### config.mk
export PLATFORM = sky130hd
export DESIGN_NAME = exec_ctrl
export DESIGN_NICKNAME = d
export VERILOG_FILES = /design/src/rtl/exec_ctrl.sv
export SDC_FILE = /design/constraint.sdc
export NUM_CORES = 1
export LEC_CHECK = 0
export CAP_MARGIN = 20
export CORE_UTILIZATION = 36
export DETAILED_ROUTE_END_ITERATION = 12
export PLACE_DENSITY = 0.77
export SETUP_SLACK_MARGIN = 0.3
export SYNTH_ARGS = -nofsm -noshare
export SYNTH_HDL_FRONTEND = slang
export SYNTH_SLANG_ARGS = --single-unit
### constraint.sdc
create_clock -name clk -period 1.7 [get_ports clk]
set_input_delay 0.17 -clock clk [delete_from_list [all_inputs] [get_ports clk]]
set_output_delay 0.17 -clock clk [all_outputs]
set_load 0.1 [all_outputs]
### src/rtl/exec_ctrl.sv
// exec_ctrl: multicycle execute-stage controller sequencing RF read, ALU, data memory and write-back.
// Latency: ALU op / LOAD = 4 cycles accept-to-ready with immediate done/ack, STORE = 3, NOP retires next cycle.
// Backpressure: instr_ready is high only in IDLE; a per-instruction watchdog aborts EXEC/MEM waits with err.
// Ports: instr_valid/instr_ready + decoded fields from decode; rf_rd_* / rf_wr_* to the register file;
//        alu_* handshake (alu_en .. alu_done); mem_* handshake (mem_req .. mem_ack); retire/err status pulses.
module exec_ctrl #(
  parameter int TIMEOUT = 16,
  parameter int DW      = 32
) (
  input  logic          clk,
  input  logic          rst_n,
  input  logic          instr_valid,
  output logic          instr_ready,
  input  logic [4:0]    opcode,
  input  logic [4:0]    rsrc1,
  input  logic [4:0]    rsrc2,
  input  logic [4:0]    rdst,
  output logic          rf_rd_en,
  output logic [4:0]    rf_rd_addr1,
  output logic [4:0]    rf_rd_addr2,
  input  logic [DW-1:0] rf_rd_data1,
  input  logic [DW-1:0] rf_rd_data2,
  output logic          alu_en,
  output logic [4:0]    alu_op,
  output logic [DW-1:0] alu_a,
  output logic [DW-1:0] alu_b,
  input  logic          alu_done,
  input  logic [DW-1:0] alu_result,
  output logic          mem_req,
  output logic          mem_we,
  output logic [DW-1:0] mem_addr,
  output logic [DW-1:0] mem_wdata,
  input  logic          mem_ack,
  input  logic [DW-1:0] mem_rdata,
  output logic          rf_wr_en,
  output logic [4:0]    rf_wr_addr,
  output logic [DW-1:0] rf_wr_data,
  output logic          retire,
  output logic          err
);

  localparam logic [4:0] OP_NOP   = 5'h00;
  localparam logic [4:0] OP_LOAD  = 5'h10;
  localparam logic [4:0] OP_STORE = 5'h11;

  // Counter only needs to reach TIMEOUT-1; it saturates there.
  localparam int            CW      = $clog2(TIMEOUT);
  localparam logic [CW-1:0] WD_LAST = CW'(TIMEOUT - 1);

  typedef enum logic [2:0] {
    S_IDLE,
    S_READ,
    S_EXEC,
    S_MEM,
    S_WB
  } state_t;

  state_t        state, state_nxt;
  logic [4:0]    op_q, rs1_q, rs2_q, rd_q;
  logic [DW-1:0] a_q, b_q, res_q;
  logic [CW-1:0] wd_cnt;
  logic          nop_pend;   // NOP accepted last cycle: retire now
  logic          is_mem, is_store, wd_expired;

  assign is_store   = (op_q == OP_STORE);
  assign is_mem     = (op_q == OP_LOAD) || is_store;
  assign wd_expired = (wd_cnt == WD_LAST);

  always_ff @(posedge clk or negedge rst_n) begin
    if (!rst_n) state <= S_IDLE;
    else        state <= state_nxt;
  end

  always_comb begin
    state_nxt   = state;
    instr_ready = 1'b0;
    rf_rd_en    = 1'b0;
    rf_rd_addr1 = '0;
    rf_rd_addr2 = '0;
    alu_en      = 1'b0;
    alu_op      = '0;
    alu_a       = '0;
    alu_b       = '0;
    mem_req     = 1'b0;
    mem_we      = 1'b0;
    mem_addr    = '0;
    mem_wdata   = '0;
    rf_wr_en    = 1'b0;
    rf_wr_addr  = '0;
    rf_wr_data  = '0;
    retire      = nop_pend;
    err         = 1'b0;
    case (state)
      S_IDLE: begin
        // Gated by rst_n so every output reads 0 while reset is asserted.
        instr_ready = rst_n;
        if (instr_valid && rst_n && (opcode != OP_NOP)) state_nxt = S_READ;
      end
      S_READ: begin
        rf_rd_en    = 1'b1;
        rf_rd_addr1 = rs1_q;
        rf_rd_addr2 = rs2_q;
        state_nxt   = is_mem ? S_MEM : S_EXEC;
      end
      S_EXEC: begin
        alu_en = 1'b1;
        alu_op = op_q;
        alu_a  = a_q;
        alu_b  = b_q;
        // Completion takes priority over an expiring watchdog.
        if (alu_done) begin
          state_nxt = S_WB;
        end else if (wd_expired) begin
          err       = 1'b1;
          state_nxt = S_IDLE;
        end
      end
      S_MEM: begin
        mem_req   = 1'b1;
        mem_we    = is_store;
        mem_addr  = a_q;
        mem_wdata = b_q;
        if (mem_ack) begin
          if (is_store) begin
            retire    = 1'b1;
            state_nxt = S_IDLE;
          end else begin
            state_nxt = S_WB;
          end
        end else if (wd_expired) begin
          err       = 1'b1;
          state_nxt = S_IDLE;
        end
      end
      S_WB: begin
        // r0 is hardwired to zero: no write strobe, address or data for it.
        if (rd_q != 5'd0) begin
          rf_wr_en   = 1'b1;
          rf_wr_addr = rd_q;
          rf_wr_data = res_q;
        end
        retire    = 1'b1;
        state_nxt = S_IDLE;
      end
      default: state_nxt = S_IDLE;
    endcase
  end

  always_ff @(posedge clk or negedge rst_n) begin
    if (!rst_n) begin
      op_q     <= '0;
      rs1_q    <= '0;
      rs2_q    <= '0;
      rd_q     <= '0;
      a_q      <= '0;
      b_q      <= '0;
      res_q    <= '0;
      wd_cnt   <= '0;
      nop_pend <= 1'b0;
    end else begin
      nop_pend <= 1'b0;
      case (state)
        S_IDLE: begin
          if (instr_valid) begin
            op_q     <= opcode;
            rs1_q    <= rsrc1;
            rs2_q    <= rsrc2;
            rd_q     <= rdst;
            nop_pend <= (opcode == OP_NOP);
          end
        end
        S_READ: begin
          a_q    <= rf_rd_data1;
          b_q    <= rf_rd_data2;
          wd_cnt <= '0;
        end
        S_EXEC: begin
          if (alu_done)         res_q  <= alu_result;
          else if (!wd_expired) wd_cnt <= wd_cnt + 1'b1;
        end
        S_MEM: begin
          if (mem_ack)          res_q  <= mem_rdata;
          else if (!wd_expired) wd_cnt <= wd_cnt + 1'b1;
        end
        default: ;
      endcase
    end
  end

endmodule

**Word-level counts from Yosys, hierarchy flattened**

Cells that the tools add are included.

- Register bits after elaboration: 124
- Word-level logic and storage cells: 76
- Bits of input ports: 153
- Output and inout bits: 188

- Reductions and logical operators: 12
- Mux-type cells: 41
- Add/subtract/negate cells: 1
- Eq/ne operators: 12

Operators by type and width:

| cell | count |
|---|---|
| 32-bit two-way mux | 8 |
| 32-bit case mux with 2 select lines | 1 |
| 5-bit two-way mux | 5 |
| 1-bit two-way mux | 15 |
| 3-bit two-way mux | 5 |
| 4-bit two-way mux | 3 |
| 3-bit case mux with 4 select lines | 1 |
| 4-bit case mux with 3 select lines | 1 |
| 5-bit == test, second input constant | 2 |
| 2-bit inequality test, second input constant | 5 |
| 5-bit nonzero test | 2 |
| 3-bit by 2-bit == test with 1-bit output, second input constant | 2 |
| 3-bit AND reduction | 2 |
| 5-bit logical NOT | 1 |
| 4-bit by 1-bit adder with 4-bit output, second input constant | 1 |
| 4-bit == test, second input constant | 1 |
| 1-bit case mux with 2 select lines | 2 |
| 3-bit by 1-bit == test with 1-bit output, second input constant | 1 |
| 3-bit == test, second input constant | 1 |
| 3-bit logical NOT | 1 |
| 3-bit nonzero test | 1 |
| 1-bit logical AND | 2 |
| 2-bit AND reduction | 1 |
| 2-bit nonzero test | 1 |
| 1-bit logical OR | 1 |

**Longest topological paths before layout**

- Word-level depth: 4
- Depth in mapped cells: 7
- Mapped depth without buffers: 5

**Worst setup path after synthesis**

Ideal clock, no wire load.

- Path type: register to output
- Start: register state[0]
- End: output port instr_ready
- Stages on the path, launching flop included: 4
- Path buffers: 2
- Path slack: -2.321 ns
- Arrival: 3.851 ns
- Required time: 1.530 ns
- Cells stage by stage: dfrtp_1 > buf_4 > clkbuf_1 > nor4b_1

- Longest elaborated chain between the ends: 2

RTL lines:

| element | RTL line | RTL |
|---|---|---|
| start: declaration | 58 | `state_t state, state_nxt;` |
| start signal: assignment | 71 | `else state <= state_nxt;` |
| 3-bit logical NOT | 93 | `case (state)` |
| 1-bit two-way mux | 93 |  |
| end: declaration | 13 | `output logic instr_ready,` |

Every way passes these cells.

**Final worst setup path**

- Start: register rd_q[2]
- End: output port rf_wr_data[13]

- Longest elaborated chain between the ends: 3

RTL lines:

| element | RTL line | RTL |
|---|---|---|
| start: declaration | 59 | `logic [4:0] op_q, rs1_q, rs2_q, rd_q;` |
| start signal: assignment | 168 | `rd_q <= rdst;` |
| 5-bit nonzero test | 137 | `if (rd_q != 5'd0) begin` |
| 32-bit two-way mux | 137 |  |
| 32-bit two-way mux | 93 |  |
| end: declaration | 37 | `output logic [DW-1:0] rf_wr_data,` |

Every way passes these cells.

==> flow_summary.toml <==
[run_status]
outcome = "finished with violations"
violations = "negative setup slack"

[yosys]
synth_warnings = 0
async_flop_share = 1.00
syn_inst = 584
synth_edf_count = 0
synthFlopType = "dfrtp_1"
synthDistinctLibCells = 40
syn-cell-area_mm2 = 0.00643
synth.ff_latch_count = 124
syn_nets = 738
ys_seq_area_frac = 0.483
syn_avg_cell_area_um2 = 11.0
synth_top_cell_by_area = "dfrtp_1"
synth_area_leaders = "dfrtp_1 48%, mux2_2 13%, and2_1 11%"
synth_top_area_frac = 0.483

[setup_path]
critPathMaxFanout = 11
critPathRequiredTime_ps = 1530
worst_ep_arrival_time_ps = 2260
r2r_slack_ps = -460
worst-path-buf-inv = 2
crit_family = "simple AND/OR/NAND/NOR gates"
worst_setup_path_end_kind = "primary output"
timing.rr.start = "state[2]"
worstReg2RegEnd = "res_q[14]"
worstPathCellList = "or4_4 -> o21a_4 -> buf_16 -> and2_4 -> buf_12"
worstSetupPathType = "reg2out"
cpPeakStageDelay_ps = 600
cp-start-kind = "flip-flop"
cpMaxStageDelayCell = "or4_4"
rr_worst_depth = 13

[cells_and_area]
fin_nets = 1206
drive_above_1_share = 0.680
area_growth_pct = 154
stdcell_count = 1294
multi_input_area_mm2 = 0.00445
regArea_mm2 = 0.00311
design_area_mm2 = 0.0164
fill_cells = 421
layout_commonest_cell = "buf_12"
layout_common_cells = "221 x buf_12, 151 x clkdlybuf4s50_1, 122 x dfrtp_1"
final_core_util = 0.942

[detailed_routing]
totalWireLength_um = 42400
vias = 7716
ant_nets = 0
post-route-drc-count = 0
post_drt_wl_per_cell_um = 32.8
viasPerCell = 5.96
drtIter0Drc = 589
first_pass_iters = 5

[clock_tree]
path_clk_slew_ps = 60
clock_sinks = 124
numCtsBuffers = 17
cts_buffer_depth = 2
clockRootBuffer = "clkbuf_16"
cts_tree = "built"
htreeDepth = 4
clock_latency_ps = 450

[min_path]
hp-class = "in2reg"
hp-start = "rst_n"
worst_hold_path.num_cells = 3
holdPathEnd = "state[0]"

[timing]
setup_violations = 307
worst_slew_pin_slew_ps = 560
min_period_ps = 2430
relSlewSlack = 0.626
setup_ws_ps = -725
fmax_ghz = 0.412
hold_violations = 0
rsz0062_at_grt = "true"
skew_ps = 13.7
finalCritPeriodShare = 1.43
finalMaxSlewViolations = 0

[placed_design]
gp_congestion = 0.830
place_area_mm2 = 0.0129
post-place-ws_ps = -104
port-buffer-count = 340
place_inst = 1136
hpwl_um = 16500

[die]
start_util = 0.370
die_area_mm2 = 0.0184
die_h_um = 136
num_rows = 48
die_w_um = 136
ios = 341
coreArea_mm2 = 0.0174

[global_route]
grt_max_degree = 94
grt_usage = 0.375
grt-ovfl-total = 0
grt_pass1_wl_um = 49900
grt_pass1_vias = 7765
antenna_found_initial = 3

[flow_run]
timing.max_cap.violations = 0

[power_and_ir_drop]
max-vdd-ir-drop_mv = 1.68
pwr_density_cell_mw_per_mm2 = 2320
total_power_mw = 37.9
leakagePower_nw = 7.06
[where the power goes]
| part | switching [mW] | total, mW | internal [mW] |
|---|---|---|---|
| clock network | 1.58 | 3.73 | 2.15 |
| logic | 14.8 | 27.9 | 13.1 |
| registers | 1.82 | 6.25 | 4.43 |
[worst reg2reg max path, cell delays in order (launching register included)]
cell	delay (ps)
dfrtp_2	450
buf_6	140
nor2b_4	170
buf_6	130
buf_12	130
buf_12	130
buf_16	120
buf_6	100
buf_6	110
nand2_8	110
buf_6	170
buf_16	160
nand2_4	70
o21ai_2	70
[timing repair]
action | in CTS | in global routing
resized for setup | 201 | 83
hold buffers | 1 | 0
pin swaps | 67 | 26
endpoints found under the hold margin | 124 | 0
endpoints found under the setup margin | 312 | 312
buffers inserted | 72 | 11
gates cloned | 37 | 1
[kinds of logic after synthesis]
kind of cell             synth area share
buffers and inverters              0.0460
multiplexers                        0.199
adder cells (fa/ha/maj)           0.00195
AO/OA/AOI/OAI                      0.0387
flip-flops                          0.483
AND/OR/NAND/NOR                     0.232
[state kept, by name (all words and copies together), names as in the netlist]
name      count
a_q          32
wd_cnt        4
rs1_q         5
rs2_q         5
nop_pend      1
b_q          32
state         3
rd_q          5
res_q        32
op_q          5
[Yosys cell counts, types with 2 or more instances]
master and n:
nor2_1 5, nand2b_1 2, nor3b_2 3, buf_6 10
clkbuf_1 22, and2_1 117, nand3_1 3, o22ai_1 2
nor4b_1 2, inv_1 2, nor3_1 2, and3_1 66
dfrtp_1 124, mux2i_1 32, o21ai_1 29, mux2_2 74
buf_2 10, buf_4 5, mux2_1 11, nand2_1 40
a21oi_1 2, o21ai_0 3
[how the worst max path moves through the flow]
stage / cells after the start / slack [ps] / endpoint / start
6_report: 5 / -730 / rf_wr_data[13] / rd_q[2]
2_1_floorplan: 3 / -360 / err / wd_cnt[0]
3_5_place_dp: 5 / -100 / rf_wr_data[23] / rd_q[0]
5_1_grt: 5 / -720 / rf_wr_data[13] / rd_q[2]
4_1_cts: 5 / -590 / rf_wr_data[23] / rd_q[2]
3_3_place_gp: 5 / -90 / rf_wr_data[10] / rd_q[0]
[layout make-up]
type | count | area share
Inverter | 2 | 0.000459
Clock buffer | 20 | 0.0267
Clock inverter | 12 | 0.00758
Timing Repair Buffer | 497 | 0.485
Antenna cell | 4 | 0.000612
Multi-Input combinational cell | 410 | 0.272
Sequential cell | 124 | 0.190
Tap cell | 225 | 0.0172
[metrics by stage]
| stage | hold WS [ps] | TNS, ps |
|---|---|---|
| 2_1_floorplan | -126 | -4230 |
| 6_report | 72.7 | -135700 |
| 3_3_place_gp | 252 | -2420 |
| 3_5_place_dp | 259 | -2850 |
| 4_1_cts | 36.0 | -104640 |
| 5_1_grt | 81.7 | -141670 |
[metal layers]
metal  track usage  vias to the layer above  routed length [um]
li1              -                     2967                   -
met1         0.389                     3855               13700
met2         0.700                      626               21600
met3        0.0872                      268                3560
met4         0.187                        0                3520
met5             0                        -                   0
Power figures use the tool's default switching activity.
